==> src/rtl/rsa_stream_io.sv <==
// rsa_stream_io: host-word stream adapter around a modular exponentiator.
// Collects base, message, exponent and modulus from the host one word at a
// time (least-significant word first), hands the full operand set to the
// exponentiator, waits for its result and streams the result back out to the
// host one word at a time. One transaction is in flight at a time.
//
// Optional feature, enabled by defining RSA_STREAM_ODD_CHECK_EN:
//   adds output o_err. An even modulus at the end of loading skips the
//   exponentiator and returns an all-zero result with o_err raised.
//   o_err drops on the first accepted word of the following load.
module rsa_stream_io #(
  parameter int MOD_WIDTH  = 256,
  parameter int WORD_WIDTH = 32
) (
  input  logic                  clk,
  input  logic                  rst,
  // host input word stream
  input  logic                  s_valid,
  output logic                  s_ready,
  input  logic [WORD_WIDTH-1:0] s_data,
  // operand set toward the exponentiator
  output logic                  m_valid,
  input  logic                  m_ready,
  output logic [MOD_WIDTH-1:0]  m_base,
  output logic [MOD_WIDTH-1:0]  m_msg,
  output logic [MOD_WIDTH-1:0]  m_key,
  output logic [MOD_WIDTH-1:0]  m_modulus,
  // result from the exponentiator
  input  logic                  r_valid,
  output logic                  r_ready,
  input  logic [MOD_WIDTH-1:0]  r_crypto,
  // host result word stream
  output logic                  o_valid,
  input  logic                  o_ready,
  output logic [WORD_WIDTH-1:0] o_data
`ifdef RSA_STREAM_ODD_CHECK_EN
  ,
  output logic                  o_err
`endif
);

  localparam int WORDS    = MOD_WIDTH / WORD_WIDTH;
  localparam int OP_WORDS = 4 * WORDS;
  localparam int CNT_W    = $clog2(OP_WORDS);

  // last word index of the load phase (final modulus word)
  localparam logic [CNT_W-1:0] LOAD_LAST   = CNT_W'(OP_WORDS - 1);
  // last word index of the unload phase (most-significant result word)
  localparam logic [CNT_W-1:0] UNLOAD_LAST = CNT_W'(WORDS - 1);

  // The operand packing below assumes whole words per operand.
  if ((MOD_WIDTH % WORD_WIDTH) != 0) begin : g_bad_width
    $error("rsa_stream_io: MOD_WIDTH must be a multiple of WORD_WIDTH");
  end

  typedef enum logic [1:0] {
    ST_LOAD   = 2'd0,
    ST_ISSUE  = 2'd1,
    ST_WAIT   = 2'd2,
    ST_UNLOAD = 2'd3
  } state_t;

  state_t                   r_state;
  state_t                   w_state_next;
  logic [CNT_W-1:0]         r_cnt;
  // operands packed back to back: base, msg, key, modulus (low to high)
  logic [4*MOD_WIDTH-1:0]   r_ops;
  logic [MOD_WIDTH-1:0]     r_result;

  logic                     w_s_hs;
  logic                     w_m_hs;
  logic                     w_r_hs;
  logic                     w_o_hs;
  logic                     w_load_done;
  logic                     w_unload_done;
  logic                     w_skip;
  logic [OP_WORDS-1:0]      w_word_we;

  // Handshakes and phase-completion strobes
  assign w_s_hs        = s_valid & s_ready;
  assign w_m_hs        = m_valid & m_ready;
  assign w_r_hs        = r_valid & r_ready;
  assign w_o_hs        = o_valid & o_ready;
  assign w_load_done   = w_s_hs & (r_cnt == LOAD_LAST);
  assign w_unload_done = w_o_hs & (r_cnt == UNLOAD_LAST);

`ifdef RSA_STREAM_ODD_CHECK_EN
  localparam logic [CNT_W-1:0] MOD_LSW = CNT_W'(3 * WORDS);

  logic w_mod_lsb;
  logic r_err;

  // The modulus LSB is normally already stored when loading ends; with a
  // single-word operand the LSW arrives on the final handshake itself.
  assign w_mod_lsb = (r_cnt == MOD_LSW) ? s_data[0] : r_ops[3*MOD_WIDTH];
  assign w_skip    = w_load_done & ~w_mod_lsb;

  // Error flag: raised on an even-modulus skip, dropped by the next load's first word
  always_ff @(posedge clk or negedge rst) begin
    if (!rst) begin
      r_err <= 1'b0;
    end else if (w_skip) begin
      r_err <= 1'b1;
    end else if (w_s_hs && (r_cnt == '0)) begin
      r_err <= 1'b0;
    end
  end

  assign o_err = r_err;
`else
  assign w_skip = 1'b0;
`endif

  // Per-word write enables for the operand store, one per load word slot
  for (genvar gi = 0; gi < OP_WORDS; gi++) begin : g_word_we
    assign w_word_we[gi] = w_s_hs & (r_cnt == CNT_W'(gi));
  end

  // FSM state register
  always_ff @(posedge clk or negedge rst) begin
    if (!rst) begin
      r_state <= ST_LOAD;
    end else begin
      r_state <= w_state_next;
    end
  end

  // FSM next-state logic
  always_comb begin
    w_state_next = r_state;
    case (r_state)
      ST_LOAD: begin
        if (w_load_done) begin
          w_state_next = w_skip ? ST_UNLOAD : ST_ISSUE;
        end
      end
      ST_ISSUE: begin
        if (w_m_hs) begin
          w_state_next = ST_WAIT;
        end
      end
      ST_WAIT: begin
        if (w_r_hs) begin
          w_state_next = ST_UNLOAD;
        end
      end
      ST_UNLOAD: begin
        if (w_unload_done) begin
          w_state_next = ST_LOAD;
        end
      end
      default: w_state_next = ST_LOAD;
    endcase
  end

  // FSM outputs: each handshake flag is owned by exactly one state
  always_comb begin
    s_ready = 1'b0;
    m_valid = 1'b0;
    r_ready = 1'b0;
    o_valid = 1'b0;
    case (r_state)
      ST_LOAD:   s_ready = 1'b1;
      ST_ISSUE:  m_valid = 1'b1;
      ST_WAIT:   r_ready = 1'b1;
      ST_UNLOAD: o_valid = 1'b1;
      default:   s_ready = 1'b0;
    endcase
  end

  // Word counter shared by load and unload; cleared at the end of each phase
  always_ff @(posedge clk or negedge rst) begin
    if (!rst) begin
      r_cnt <= '0;
    end else if (w_load_done || w_unload_done) begin
      r_cnt <= '0;
    end else if (w_s_hs || w_o_hs) begin
      r_cnt <= r_cnt + CNT_W'(1);
    end
  end

  // Operand store: only load handshakes ever write it, so m_* hold between loads
  always_ff @(posedge clk or negedge rst) begin
    if (!rst) begin
      r_ops <= '0;
    end else begin
      for (int i = 0; i < OP_WORDS; i++) begin
        if (w_word_we[i]) begin
          r_ops[i*WORD_WIDTH +: WORD_WIDTH] <= s_data;
        end
      end
    end
  end

  assign m_base    = r_ops[0*MOD_WIDTH +: MOD_WIDTH];
  assign m_msg     = r_ops[1*MOD_WIDTH +: MOD_WIDTH];
  assign m_key     = r_ops[2*MOD_WIDTH +: MOD_WIDTH];
  assign m_modulus = r_ops[3*MOD_WIDTH +: MOD_WIDTH];

  // Result register: captured from the exponentiator, or zeroed on a skip
  always_ff @(posedge clk or negedge rst) begin
    if (!rst) begin
      r_result <= '0;
    end else if (w_r_hs) begin
      r_result <= r_crypto;
    end else if (w_skip) begin
      r_result <= '0;
    end
  end

  // Result word mux: word r_cnt of the result while unloading, zero otherwise
  always_comb begin
    o_data = '0;
    if (r_state == ST_UNLOAD) begin
      for (int i = 0; i < WORDS; i++) begin
        if (r_cnt == CNT_W'(i)) begin
          o_data = r_result[i*WORD_WIDTH +: WORD_WIDTH];
        end
      end
    end
  end

endmodule

==> config.mk <==
export PLATFORM = sky130hd
export DESIGN_NAME = rsa_stream_io
export DESIGN_NICKNAME = d
export VERILOG_FILES = /design/src/rtl/rsa_stream_io.sv
export SDC_FILE = /design/constraint.sdc
export NUM_CORES = 1
export LEC_CHECK = 0
export ABC_AREA = 1
export CAP_MARGIN = 5
export CELL_PAD_IN_SITES_DETAIL_PLACEMENT = 0
export CELL_PAD_IN_SITES_GLOBAL_PLACEMENT = 1
export CORE_AREA = 2 2 523 525
export CTS_CLUSTER_SIZE = 25
export DETAILED_ROUTE_END_ITERATION = 6
export DIE_AREA = 0 0 525 527
export PLACE_DENSITY = 0.45
export SYNTH_ARGS = -nofsm -noshare
export SYNTH_HDL_FRONTEND = slang
export SYNTH_SLANG_ARGS = --single-unit
==> constraint.sdc <==
create_clock -name clk -period 2.5 [get_ports clk]
set_clock_uncertainty 0.15 [all_clocks]
set_input_delay 0.375 -clock clk [delete_from_list [all_inputs] [get_ports clk]]
set_output_delay 0.375 -clock clk [all_outputs]
set_load 0.1 [all_outputs]
; ---- Yosys cells after proc, flatten, opt, wreduce, memory -nomap -nowiden
; Index checks and enable logic that the tools add are counted.
[classes]
addsub = 1
n_mul = 0
n_div = 0
magnitude_cmp = 0
n_eq_ne = 38
shifts = 0
muxes = 20
n_bitwise = 37
reduce_logical = 6
[op_table]
columns = operator, count
row1 = $mux 32, 9
row2 = $eq 5x5->1 const B, 16
row3 = $eq 5x4->1 const B, 8
row4 = $and 1x1->1, 37
row5 = $eq 5x3->1 const B, 4
row6 = $eq 5x2->1 const B, 2
row7 = $mux 5, 2
row8 = $mux 2, 4
row9 = $ne 2x2->1 const B, 4
row10 = $pmux 2 s4, 1
row11 = $add 5x1->5 const B, 1
row12 = $eq 5x1->1 const B, 1
row13 = $logic_not 5->1, 1
row14 = $eq 2x2->1 const B, 2
row15 = $mux 1, 4
row16 = $reduce_and 4->1, 1
row17 = $eq 2x1->1 const B, 1
row18 = $logic_not 2->1, 1
row19 = $logic_or 1x1->1, 2
row20 = $reduce_bool 2->1, 1
[totals]
register_bits = 1287
latch_bits = 0
mem_bits_rw = 0
rom_bits = 0
input_bits = 294
output_inout_bits = 1060
mem_count = 0

; ---- Logic depth before layout (Yosys ltp)
; Gate-level depths: netlist of run 1.
[logic_depth]
word_depth = 10
depth_mapped = 13

; ---- Least setup slack after synthesis of run 1
; Ideal clock, no wire load.
[synth_timing]
path_kind = reg2out
startpoint = register r_state[0]
endpoint = output o_data[10]
arrival_time_ps = 3123
required_time_ps = 1975
path_slack_ps = -1148
stages_incl_launch_ff = 5
n_path_buf = 1
path_cell_list = dfrtp_1 > ha_1 > clkbuf_1 > o21ai_0 > a21oi_1
[synth_via]
elab_chain_len = 2
[synth_lines]
columns = element, line_no
row1 = "start, declared", 63  ; state_t r_state;
row2 = "start signal, assigned", 124  ; r_state <= w_state_next;
row3 = $eq 2x2->1, 214  ; if (r_state == ST_UNLOAD) begin
row4 = $mux 32, 214
row5 = "end, declared", 35  ; output logic [WORD_WIDTH-1:0] o_data
; No other way between the ends.

; ---- Worst setup path after layout of run 1
[layout_timing]
startpoint = register r_cnt[0]
endpoint = output o_data[23]
[layout_via]
elab_chain_len = 10
word_cells_on_any_way = 17
cone_classes = eq/ne (7) / mux (9) / reduce/logical (1)
[layout_lines]
columns = element, line_no
row1 = "start, declared", 65  ; logic [CNT_W-1:0] r_cnt;
row2 = "start signal, assigned", 178  ; r_cnt <= r_cnt + CNT_W'(1);
row3 = $logic_not 5->1, 216  ; if (r_cnt == CNT_W'(i)) begin
row4 = $mux 32 (7 in series), 216
row5 = $mux 32 (*), 216
row6 = $mux 32 (*), 214
; Mark *: on every way between the ends. The rest lies on a longest branch, timed or not.

==> summary.md, run 1 <==
| Metric | Value |
|---|---|
| Status | `finished with violations` |
| Failing checks | `negative setup slack` |
| Final Setup Violations | `32` |
| Peak supply drop | `0.000936 V` |
| Die height | `527 um` |
| Grt ovf | `0` |
| RSZ-0062 raised after global routing | `yes` |
| Die width | `525 um` |
| H-tree levels | `4` |
| IO buf count | `1353` |
| Mapped Cells | `4791` |
| Tightest Pin Transition | `0.714 ns` |
| Drt via density | `4.12` |
| IO Count | `1354` |
| Drt total wl | `276 mm` |
| Number of global-route vias before repair | `42300` |
| Initial antenna violation count | `83` |
| Netlist cell types | `23` |
| CP Capture Type | `primary output` |
| Top delay family on crit path | `simple AND/OR/NAND/NOR gates` |
| Clk sink count | `1287` |
| First-pass GRT wire length | `376 mm` |
| Synthesized area | `49000 um^2` |
| Flops & latches, synth | `1287` |
| Routed Antenna Nets | `0` |
| Hpwl dp | `200 mm` |
| Critical-path maximum fanout | `7` |
| Leakage | `0.0365 uW` |
| Initial Util | `0.181` |
| Post-DP Area | `67800 um^2` |
| Utilization after layout | `0.284` |
| Critical path buffers and inverters | `4` |
| Syn_area_per_cell | `10.2 um^2` |
| CP arrival | `2.88 ns` |
| Final min period | `3.41 ns` |
| Routed len/inst | `27.0 um` |
| Routability congestion estimate | `0.828` |
| Final hold viol count | `0` |
| Sequential-to-total area share from yosys stat | `0.657` |
| Critical Path Start Type | `flop` |
| Root Buffer | `clkbuf_16` |
| Num CTS Buffers | `166` |
| Worst Setup Slack, final | `-0.906 ns` |
| TritonCTS clock tree | `done` |
| Max Cap Viol | `0` |
| Hold Path Class | `input pin to flop` |
| Critical-path cell list | `inv_2 > ha_4 > nand2_4 > nor2_4 > buf_12 > buf_16 > nand2_4 > nand3_2 > nand3_2 > nand3_2 > nand2_2 > a21oi_4 > buf_12` |
| Worst hold slack | `0.0718 ns` |
| Clock Path Buffers | `4` |
| Synthesized Nets | `5095` |
| Largest net degree at the start of global routing | `65` |
| Site Rows | `192` |
| Vias post-DR | `42100` |
| Worst EP required | `1.98 ns` |
| Overall routing resource usage | `0.194` |
| Nets | `6781` |
| YS warnings | `0` |
| Layout cells sized above 1 | `0.330` |
| Filler cells | `28500` |
| Slowest stage delay, CP | `0.40 ns` |
| Final period utilization | `1.36` |
| PwrDens | `1660 nW/um^2` |
| Iteration-0 DRC Markers | `2826` |
| # DRC | `0` |
| Relative slew slack | `0.524` |
| Peak Freq | `294 MHz` |
| Most used cell, CP | `nand3_2` |
| Crit Path Class | `flop to primary output` |
| Critical path's slowest cell | `dfrtp_1` |
| Core Region | `272000 um^2` |
| Design Area, Final | `77100 um^2` |
| Final slew viol count | `0` |
| Area Overhead vs Synth | `57.2%` |
| Worst-Skew Late Latency | `0.84 ns` |
| Clk slew on worst S/H paths | `0.06 ns` |
| Die Area | `277000 um^2` |
| Drt first pass iters | `5` |
-- metal layers --
| layer | GRT usage | wire (um) | vias up | share of wire |
|---|---|---|---|---|
| met5 | 0 | 265 | - | 0.00096 |
| met4 | 0.0749 | 12100 | 40 | 0.044 |
| met3 | 0.0597 | 21500 | 415 | 0.078 |
| met2 | 0.312 | 127000 | 1567 | 0.46 |
| met1 | 0.241 | 115000 | 20900 | 0.42 |
| li1 | - | - | 19200 | - |
-- path summary, 6_finish.rpt --
check / from / endpoint / slack, ns / depth (start not counted)
max in group asynchronous: rst / r_ops[560] / 0.71 / 5
worst max-delay path: r_cnt[0] / o_data[23] / -0.91 / 13
worst max register to register: r_state[0] / r_ops[861] / 0.18 / 10
worst min-delay path: r_crypto[108] / r_result[108] / 0.07 / 2
worst min register to register: r_ops[201] / r_ops[201] / 0.33 / 2
min in group asynchronous: rst / r_ops[135] / 0.54 / 3
-- metrics by stage --
stage / setup TNS (ns) / power, uW / setup slack [ns] / std cells
5_1_grt: -33.91 / 133000 / -1.10 / 10200
3_3_place_gp: -9.21 / 102000 / -0.169 / 9638
3_5_place_dp: -11.31 / 102000 / -0.237 / 9638
6_report: -27.47 / 128000 / -0.906 / 10200
4_1_cts: -30.83 / 129000 / -1.02 / 10200
2_1_floorplan: -0.274 / 81800 / -0.0295 / 4791
-- area by class of cell --
cell class	instances	area (um^2)	area share
tap	3589	4490	0.0582
sequential	1287	32200	0.418
inverter	183	712	0.00923
clock buffer	243	4750	0.0617
timing repair buffer	1898	18200	0.236
antenna	37	92.6	0.00120
clock inverter	45	578	0.00750
multi-input combinational	2941	16100	0.209
-- registers in the layout (all words and copies together) (netlist names) --
name,count
r_result,256
r_ops,1024
r_state,2
r_cnt,5
-- power by group --
| group | switching (uW) | total (uW) | internal (uW) |
|---|---|---|---|
| Clock | 9970 | 24000 | 14000 |
| Combinational | 55600 | 71000 | 15400 |
| Sequential | 4640 | 32900 | 28200 |
| Total | 70200 | 128000 | 57600 |
-- cells in the mapped netlist --
| library cell | count | area [um^2] |
|---|---|---|
| nand3b_1 | 1 | 7.51 |
| dfrtp_1 | 1287 | 32200 |
| a21oi_1 | 355 | 1780 |
| inv_1 | 180 | 676 |
| nand3_1 | 101 | 505 |
| nor3_4 | 4 | 65.1 |
| nor2_2 | 2 | 12.5 |
| nor2_4 | 2 | 22.5 |
| ha_1 | 10 | 125 |
| nand2_2 | 1 | 6.26 |
| or2_2 | 32 | 200 |
| nor3_1 | 2 | 10.0 |
| mux2_2 | 225 | 2530 |
| o22ai_1 | 2 | 12.5 |
| buf_1 | 17 | 63.8 |
| inv_2 | 3 | 11.3 |
| nand2_1 | 1029 | 3860 |
| nor3_2 | 2 | 20.0 |
| nor2_1 | 302 | 1130 |
| clkbuf_1 | 342 | 1280 |
| nand4_1 | 37 | 231 |
| buf_2 | 21 | 105 |
| o21ai_0 | 834 | 4170 |
-- logic make-up after synthesis --
logic type                 Yosys count  synth area share
DFF                               1287             0.657
muxes                              225            0.0517
adders and majority gates           10           0.00255
and+or+nand+nor                   1515             0.124
AOI/OAI and AO/OA                 1191             0.122
buffers and inverters              563            0.0436
-- placed cells by master (no fill, tap or decap), types with 5 or more instances in the layout --
cell type        instances
a21oi_1                319
a21oi_4                 33
buf_12                 178
buf_16                  12
buf_4                 1187
buf_6                    5
bufinv_16                8
clkbuf_1                46
clkbuf_16              170
clkbuf_8                31
clkdlybuf4s50_1        292
clkinv_2                26
dfrtp_1               1286
diode_2                 37
dlygate4sd3_1          216
ha_4                     5
inv_1                  128
inv_2                   45
inv_4                    5
mux2_2                 225
nand2_1                943
nand2_2                 55
nand2_4                 31
nand3_1                 19
nand3_2                 71
nand3_4                 11
nand4_1                 37
nor2_1                 294
nor2_4                  10
nor3_4                   6
o21ai_0                827
o21ai_1                  7
or2_2                   32
-- timing repair --
item | in CTS | in global routing
setup endpoints to repair | 115 | 65
resized for setup | 177 | 69
setup buffers | 23 | 4
cloned | 14 | 4
pin swaps | 60 | 63
hold endpoints to repair | 847 | 0
hold buffers | 217 | 0
(Power assumes the default switching activity.)
==> run 2, diff against run 1 <==
--- a/config.mk
+++ b/config.mk
@@ -9,11 +9,12 @@
 export CAP_MARGIN = 5
 export CELL_PAD_IN_SITES_DETAIL_PLACEMENT = 0
 export CELL_PAD_IN_SITES_GLOBAL_PLACEMENT = 1
-export CORE_AREA = 2 2 523 525
+export CORE_AREA = 2 2 532 534
 export CTS_CLUSTER_SIZE = 25
 export DETAILED_ROUTE_END_ITERATION = 6
-export DIE_AREA = 0 0 525 527
-export PLACE_DENSITY = 0.45
+export DIE_AREA = 0 0 534 536
+export DONT_BUFFER_PORTS = 1
+export PLACE_DENSITY = 0.36
 export SYNTH_ARGS = -nofsm -noshare
 export SYNTH_HDL_FRONTEND = slang
 export SYNTH_SLANG_ARGS = --single-unit
==> summary.md, run 2 (synthesis results as in run 1) <==
| Metric | Value |
|---|---|
| Commonest non-fill, non-tap cell in the layout | `dfrtp_1 (unchanged)` |
| Die height | `536 um (was 527 um)` |
| Clock Path Buffers | `4 (unchanged)` |
| Leakage | `0.0358 uW (was 0.0365 uW)` |
| First-pass GRT wire length | `357 mm (was 376 mm)` |
| Drt first pass iters | `5 (unchanged)` |
| Final Setup Violations | `49 (was 32)` |
| Area Overhead vs Synth | `54.1% (was 57.2%)` |
| Layout cells sized above 1 | `0.335 (was 0.330)` |
| Nets | `6570 (was 6781)` |
| Critical-path cell list | `buf_6 > buf_6 > ha_4 > inv_4 > nor2_4 > nand2_8 > buf_4 > nand2_1 > inv_1 > nand3_2 > nand2_4 > a21oi_4 > buf_12 (was inv_2 > ha_4 > nand2_4 > nor2_4 > buf_12 > buf_16 > nand2_4 > nand3_2 > nand3_2 > nand3_2 > nand2_2 > a21oi_4 > buf_12)` |
| Routed Antenna Nets | `0 (unchanged)` |
| Crit Path Class | `flop to primary output (unchanged)` |
| Power Internal | `57900 uW (was 57600 uW)` |
| Most frequent cells in the layout | `dfrtp_1, buf_4, nand2_1 (unchanged)` |
| IO Count | `1354 (unchanged)` |
| Critical Path Start Type | `flop (unchanged)` |
| Peak Freq | `288 MHz (was 294 MHz)` |
| Most used cell, CP | `buf_6 (was nand3_2)` |
| Hpwl dp | `182 mm (was 200 mm)` |
| Clk sink count | `1287 (unchanged)` |
| PwrDens | `1690 nW/um^2 (was 1660 nW/um^2)` |
| Number of flip-flops in the largest register | `1024 (unchanged)` |
| Routability congestion estimate | `0.800 (was 0.828)` |
| Power share of the clock group | `0.188 (about the same)` |
| Hold_buf cts | `353 (was 217)` |
| Hold Path Class | `input pin to asynchronous set/reset pin (was input pin to flop)` |
| Largest net degree at the start of global routing | `206 (was 65)` |
| Vias post-DR | `40600 (was 42100)` |
| Placed cells | `9416 (was 9638)` |
| Filler cells | `30000 (was 28500)` |
| CP arrival | `2.95 ns (was 2.88 ns)` |
| Overall routing resource usage | `0.179 (was 0.194)` |
| Number of global-route vias before repair | `40100 (was 42300)` |
| TritonCTS clock tree | `done (unchanged)` |
| Post-DP Area | `64100 um^2 (was 67800 um^2)` |
| Root Buffer | `clkbuf_16 (unchanged)` |
| Largest Register | `r_ops (unchanged)` |
| # DRC | `0 (unchanged)` |
| Peak supply drop | `0.000668 V (was 0.000936 V)` |
| Drt via density | `3.99 (was 4.12)` |
| R2R depth | `17 (was 10)` |
| Final min period | `3.47 ns (was 3.41 ns)` |
| Worst hold slack | `-0.883 ns (was 0.0718 ns)` |
| Routed len/inst | `26.4 um (was 27.0 um)` |
| Initial antenna violation count | `75 (was 83)` |
| CP Capture Type | `primary output (unchanged)` |
| Design Area, Final | `75600 um^2 (was 77100 um^2)` |
| Sw Ratio | `0.547 (was 0.549)` |
| Worst EP required | `1.98 ns (about the same)` |
| Clk slew on worst S/H paths | `0.05 ns (was 0.06 ns)` |
| Worst Setup Slack, final | `-0.972 ns (was -0.906 ns)` |
| H-tree levels | `4 (unchanged)` |
| Num CTS Buffers | `170 (was 166)` |
| Slowest stage delay, CP | `0.39 ns (was 0.40 ns)` |
| Setup slack, reg-to-reg | `-0.13 ns (was 0.18 ns)` |
| Worst-Skew Late Latency | `0.80 ns (was 0.84 ns)` |
| RSZ-0062 raised after global routing | `yes (unchanged)` |
| Core Region | `281000 um^2 (was 272000 um^2)` |
| Final period utilization | `1.39 (was 1.36)` |
| Initial Util | `0.175 (was 0.181)` |
| Iteration-0 DRC Markers | `2652 (was 2826)` |
| Worst reg2reg endpoint | `r_cnt[3] (was r_ops[861])` |
| Max Cap Viol | `0 (unchanged)` |
| Die width | `534 um (was 525 um)` |
| Status | `finished with violations (unchanged)` |
| Relative slew slack | `0.224 (was 0.524)` |
| Die Area | `286000 um^2 (was 277000 um^2)` |
| Drt total wl | `268 mm (was 276 mm)` |
| Grt ovf | `0 (unchanged)` |
| Final Non-Filler Cells | `10200 (about the same)` |
| Flop pwr share | `0.245 (was 0.257)` |
| Comb pwr share | `0.566 (was 0.555)` |
| IO buf count | `0 (was 1353)` |
| Critical path's slowest cell | `dfrtp_1 (unchanged)` |
| Site Rows | `195 (was 192)` |
| Reg2reg start | `r_cnt[0] (was r_state[0])` |
| Tightest Pin Transition | `1.16 ns (was 0.714 ns)` |
| NetSw | `70000 uW (was 70200 uW)` |
| Critical-path maximum fanout | `9 (was 7)` |
| Failing checks | `negative hold slack, negative setup slack (was negative setup slack)` |
| Final hold viol count | `500 (was 0)` |
| Final slew viol count | `0 (unchanged)` |
| Top Registers | `r_ops: 1024 flops, r_result: 256 flops, r_cnt: 5 flops (unchanged)` |
==> run 2: cell count changes in the layout (fill, tap and decap cells not counted), sizes merged, moves of 7 or more <==
cell           change
clkbuf            +34
dlygate4sd3      +137
buf               -68
clkdlybuf4s50    -292
clkinv             -8
diode              +7
==> run 2: how the worst max path moves through the flow <==
| stage | startpoint | to |
|---|---|---|
| floorplan | r_cnt[0] | o_data[14] |
| global placement | rst | r_ops[828] |
| detailed placement | rst | r_ops[728] |
| CTS | r_cnt[2] | o_data[28] |
| global route | r_cnt[0] | o_data[28] |
| finish | r_cnt[0] | o_data[27] |
==> run 2: per-layer routing <==
metal | track usage | share of wire | vias up
met5 | 0 | 0.00060 | -
met2 | 0.286 | 0.46 | 1454
met4 | 0.0609 | 0.037 | 26
met1 | 0.216 | 0.40 | 19900
met3 | 0.0751 | 0.10 | 360
li1 | - | - | 18900
==> run 2: layout make-up <==
type	count	area, um^2	share of cell area
Inverter	183	713	0.00944
Tap cell	3743	4680	0.0620
Multi-Input combinational cell	2941	16500	0.218
Antenna cell	44	110	0.00146
Clock inverter	30	359	0.00475
Clock buffer	267	5010	0.0663
Sequential cell	1287	32200	0.426
Timing Repair Buffer	1683	16000	0.212
==> run 2: critical path: cells and delay by family, from the launching register on <==
| family | cells | cell delay [ns] |
|---|---|---|
| DFF | 1 | 0.39 |
| AOI/OAI and AO/OA | 1 | 0.23 |
| buffers and inverters | 6 | 0.74 |
| and+or+nand+nor | 5 | 0.52 |
| adders and majority gates | 1 | 0.25 |
==> run 2: power groups by stage <==
stage,registers (uW),clock network [uW],logic (uW)
after CTS,31400,25000,71800
after floorplan,69800,0,12000
final,31400,24100,72500
after global placement,31600,0,69000
after detailed placement,31700,0,69300
after global routing,32200,25800,75200
==> run 2: what timing repair did <==
item                                   4_1_cts  5_1_grt
gates cloned                                12       16
endpoints found under the hold margin     1484      500
setup endpoints to repair                  224      621
buffers inserted                            36       15
resized for setup                          210      152
pin swaps                                   54       62
==> run 2: through the flow <==
| stage | utilization | worst slack (ns) | total power [uW] | TNS [ns] |
|---|---|---|---|---|
| after floorplan | - | -0.0295 | 81800 | -0.274 |
| after global placement | 0.228 | -0.951 | 101000 | -364.33 |
| after detailed placement | 0.228 | -1.02 | 101000 | -379.76 |
| after CTS | 0.265 | -1.04 | 128000 | -33.95 |
| after global routing | 0.269 | -1.11 | 133000 | -36.00 |
| final | 0.269 | -0.972 | 128000 | -29.95 |
==> run 3, diff against run 2 <==
--- a/config.mk
+++ b/config.mk
@@ -14,7 +14,7 @@
 export DETAILED_ROUTE_END_ITERATION = 6
 export DIE_AREA = 0 0 534 536
 export DONT_BUFFER_PORTS = 1
-export PLACE_DENSITY = 0.36
+export PLACE_DENSITY_LB_ADDON = 0.1
 export SYNTH_ARGS = -nofsm -noshare
 export SYNTH_HDL_FRONTEND = slang
 export SYNTH_SLANG_ARGS = --single-unit
==> summary.md, run 3 (synthesis results as in run 1) <==
| Metric | Value |
|---|---|
| CP arrival | `2.91 ns (was 2.95 ns)` |
| Worst Setup Slack, final | `-0.940 ns (was -0.972 ns)` |
| Crit Path Class | `flop to primary output (unchanged)` |
| Die width | `534 um (unchanged)` |
| Critical Path Start Type | `flop (unchanged)` |
| Routed Antenna Nets | `0 (unchanged)` |
| Number of global-route vias before repair | `40300 (was 40100)` |
| Grt ovf | `0 (unchanged)` |
| Final Setup Violations | `135 (was 49)` |
| PwrDens | `1680 nW/um^2 (was 1690 nW/um^2)` |
| Final Non-Filler Cells | `10300 (was 10200)` |
| IO buf count | `0 (unchanged)` |
| Root Buffer | `clkbuf_16 (unchanged)` |
| Final slew viol count | `0 (unchanged)` |
| Routed len/inst | `26.5 um (was 26.4 um)` |
| Tightest Pin Transition | `1.22 ns (was 1.16 ns)` |
| Commonest non-fill, non-tap cell in the layout | `dfrtp_1 (unchanged)` |
| Final hold viol count | `311 (was 500)` |
| Site Rows | `195 (unchanged)` |
| Peak Freq | `291 MHz (was 288 MHz)` |
| Die Area | `286000 um^2 (unchanged)` |
| Slowest stage delay, CP | `0.39 ns (about the same)` |
| Critical-path maximum fanout | `23 (was 9)` |
| Design Area, Final | `76500 um^2 (was 75600 um^2)` |
| Status | `finished with violations (unchanged)` |
| Drt total wl | `272 mm (was 268 mm)` |
| Clk slew on worst S/H paths | `0.06 ns (was 0.05 ns)` |
| Initial antenna violation count | `89 (was 75)` |
| Max Cap Viol | `0 (unchanged)` |
| Leakage | `0.0362 uW (was 0.0358 uW)` |
| Overall routing resource usage | `0.183 (was 0.179)` |
| Hold Path Class | `input pin to asynchronous set/reset pin (unchanged)` |
| Hpwl dp | `185 mm (was 182 mm)` |
| First-pass GRT wire length | `364 mm (was 357 mm)` |
| Worst hold slack | `-0.880 ns (was -0.883 ns)` |
| Nets | `6638 (was 6570)` |
| Layout cells sized above 1 | `0.333 (was 0.335)` |
| Iteration-0 DRC Markers | `2338 (was 2652)` |
| Num CTS Buffers | `170 (unchanged)` |
| RSZ-0062 raised after global routing | `yes (unchanged)` |
| TNS Setup | `-34.44 ns (was -29.95 ns)` |
| Total area of sequential cells | `32200 um^2 (about the same)` |
| Worst-Skew Late Latency | `0.84 ns (was 0.80 ns)` |
| Initial Util | `0.175 (unchanged)` |
| Worst EP required | `1.98 ns (about the same)` |
| Largest net degree at the start of global routing | `218 (was 206)` |
| Routability congestion estimate | `0.770 (was 0.800)` |
| Clk sink count | `1287 (unchanged)` |
| Clock Path Buffers | `4 (unchanged)` |
| H-tree levels | `4 (unchanged)` |
| Largest Register | `r_ops (unchanged)` |
| Core Region | `281000 um^2 (unchanged)` |
| Most frequent cells in the layout | `dfrtp_1, buf_4, nand2_1 (unchanged)` |
| TritonCTS clock tree | `done (unchanged)` |
| Post-DP Area | `64200 um^2 (was 64100 um^2)` |
| Final period utilization | `1.38 (was 1.39)` |
| Area of the multi-input gates | `16500 um^2 (about the same)` |
| Final min period | `3.44 ns (was 3.47 ns)` |
| Filler cells | `29900 (was 30000)` |
| CP Capture Type | `primary output (unchanged)` |
| Most used cell, CP | `buf_12 (was buf_6)` |
| Critical path's slowest cell | `dfrtp_2 (was dfrtp_1)` |
| Relative slew slack | `0.186 (was 0.224)` |
| Drt first pass iters | `5 (unchanged)` |
| Die height | `536 um (unchanged)` |
| Placed cells | `9423 (was 9416)` |
| Area Overhead vs Synth | `55.9% (was 54.1%)` |
| Top Registers | `r_ops: 1024 flops, r_result: 256 flops, r_cnt: 5 flops (unchanged)` |
| Critical-path cell list | `inv_4 > buf_12 > ha_4 > buf_12 > clkbuf_16 > a21oi_1 > nand2_1 > nand3_2 > nand3_2 > nand3_4 > nand2_2 > a21oi_4 > buf_12 (was buf_6 > buf_6 > ha_4 > inv_4 > nor2_4 > nand2_8 > buf_4 > nand2_1 > inv_1 > nand3_2 > nand2_4 > a21oi_4 > buf_12)` |
| Drt via density | `3.97 (was 3.99)` |
| Peak supply drop | `0.000753 V (was 0.000668 V)` |
| # DRC | `0 (unchanged)` |
| Failing checks | `negative hold slack, negative setup slack (unchanged)` |
| IO Count | `1354 (unchanged)` |
| Number of flip-flops in the largest register | `1024 (unchanged)` |
| Vias post-DR | `40700 (was 40600)` |
-- run 3: changes by cell type in the layout (fill, tap and decap cells not counted), moves of 7 or more --
cell           change
dlygate4sd3_1     +52
buf_4              +8
nand2_1           +12
diode_2           +11
nand2_2           -14
o21ai_0            -7
inv_2              +8
-- run 3: metrics by stage --
step | hold slack (ns) | setup slack, ns | utilization | total power (uW)
2_1_floorplan | -0.0706 | -0.0295 | - | 81800
4_1_cts | -0.972 | -1.05 | 0.269 | 130000
6_report | -0.880 | -0.940 | 0.272 | 129000
3_5_place_dp | -0.0663 | -1.06 | 0.229 | 101000
3_3_place_gp | -0.0661 | -1.07 | 0.229 | 101000
5_1_grt | -0.950 | -1.07 | 0.272 | 134000
-- run 3: routing by layer --
metal  part of all wire  global-route usage  wire (um)
met1               0.40               0.221     109000
met2               0.47               0.300     128000
met3              0.096              0.0705      26100
met4              0.030              0.0503       8220
met5            0.00081                   0        221
-- run 3: area by class of cell --
type | count | area share
clock inverter | 27 | 0.00414
antenna | 55 | 0.00180
timing repair buffer | 1751 | 0.220
inverter | 183 | 0.00951
clock buffer | 268 | 0.0665
sequential | 1287 | 0.421
multi-input combinational | 2941 | 0.216
tap | 3743 | 0.0612
-- run 3: power by group --
part | switching (uW) | internal [uW] | leakage, uW | total (uW)
Sequential | 3040 | 28100 | 0.0171 | 31200
Combinational | 56900 | 16400 | 0.0165 | 73300
Clock | 10000 | 14300 | 0.00265 | 24300
Total | 70000 | 58800 | 0.0362 | 129000
-- run 3: critical path: cells and delay by family, from the launching register on --
family                   cells  cell delay (ns)
flip-flops                   1             0.39
buffers and inverters        5             0.72
adder cells (fa/ha/maj)      1             0.17
AND/OR/NAND/NOR              5             0.49
AO/OA/AOI/OAI                2             0.30
-- run 3: final timing paths --
check	cells after the start	slack [ns]	startpoint	end
setup / recovery	13	-0.94	r_cnt[1]	o_data[13]
hold / removal	0	-0.88	rst	r_ops[418]
setup reg to reg	7	0.09	r_state[0]	r_result[250]
hold reg to reg	2	0.33	r_ops[382]	r_ops[382]
max in group asynchronous	5	-0.11	rst	r_ops[0]
min in group clk	2	0.09	r_crypto[75]	r_result[75]
-- run 3: repair_timing --
action                                 4_1_cts  5_1_grt
resized for setup                          274      108
cloned                                      16       11
endpoints found under the hold margin     1516      371
setup endpoints to repair                  386      608
pin swaps                                   91       40
hold buffers                               404        2
buffers inserted                            35       15
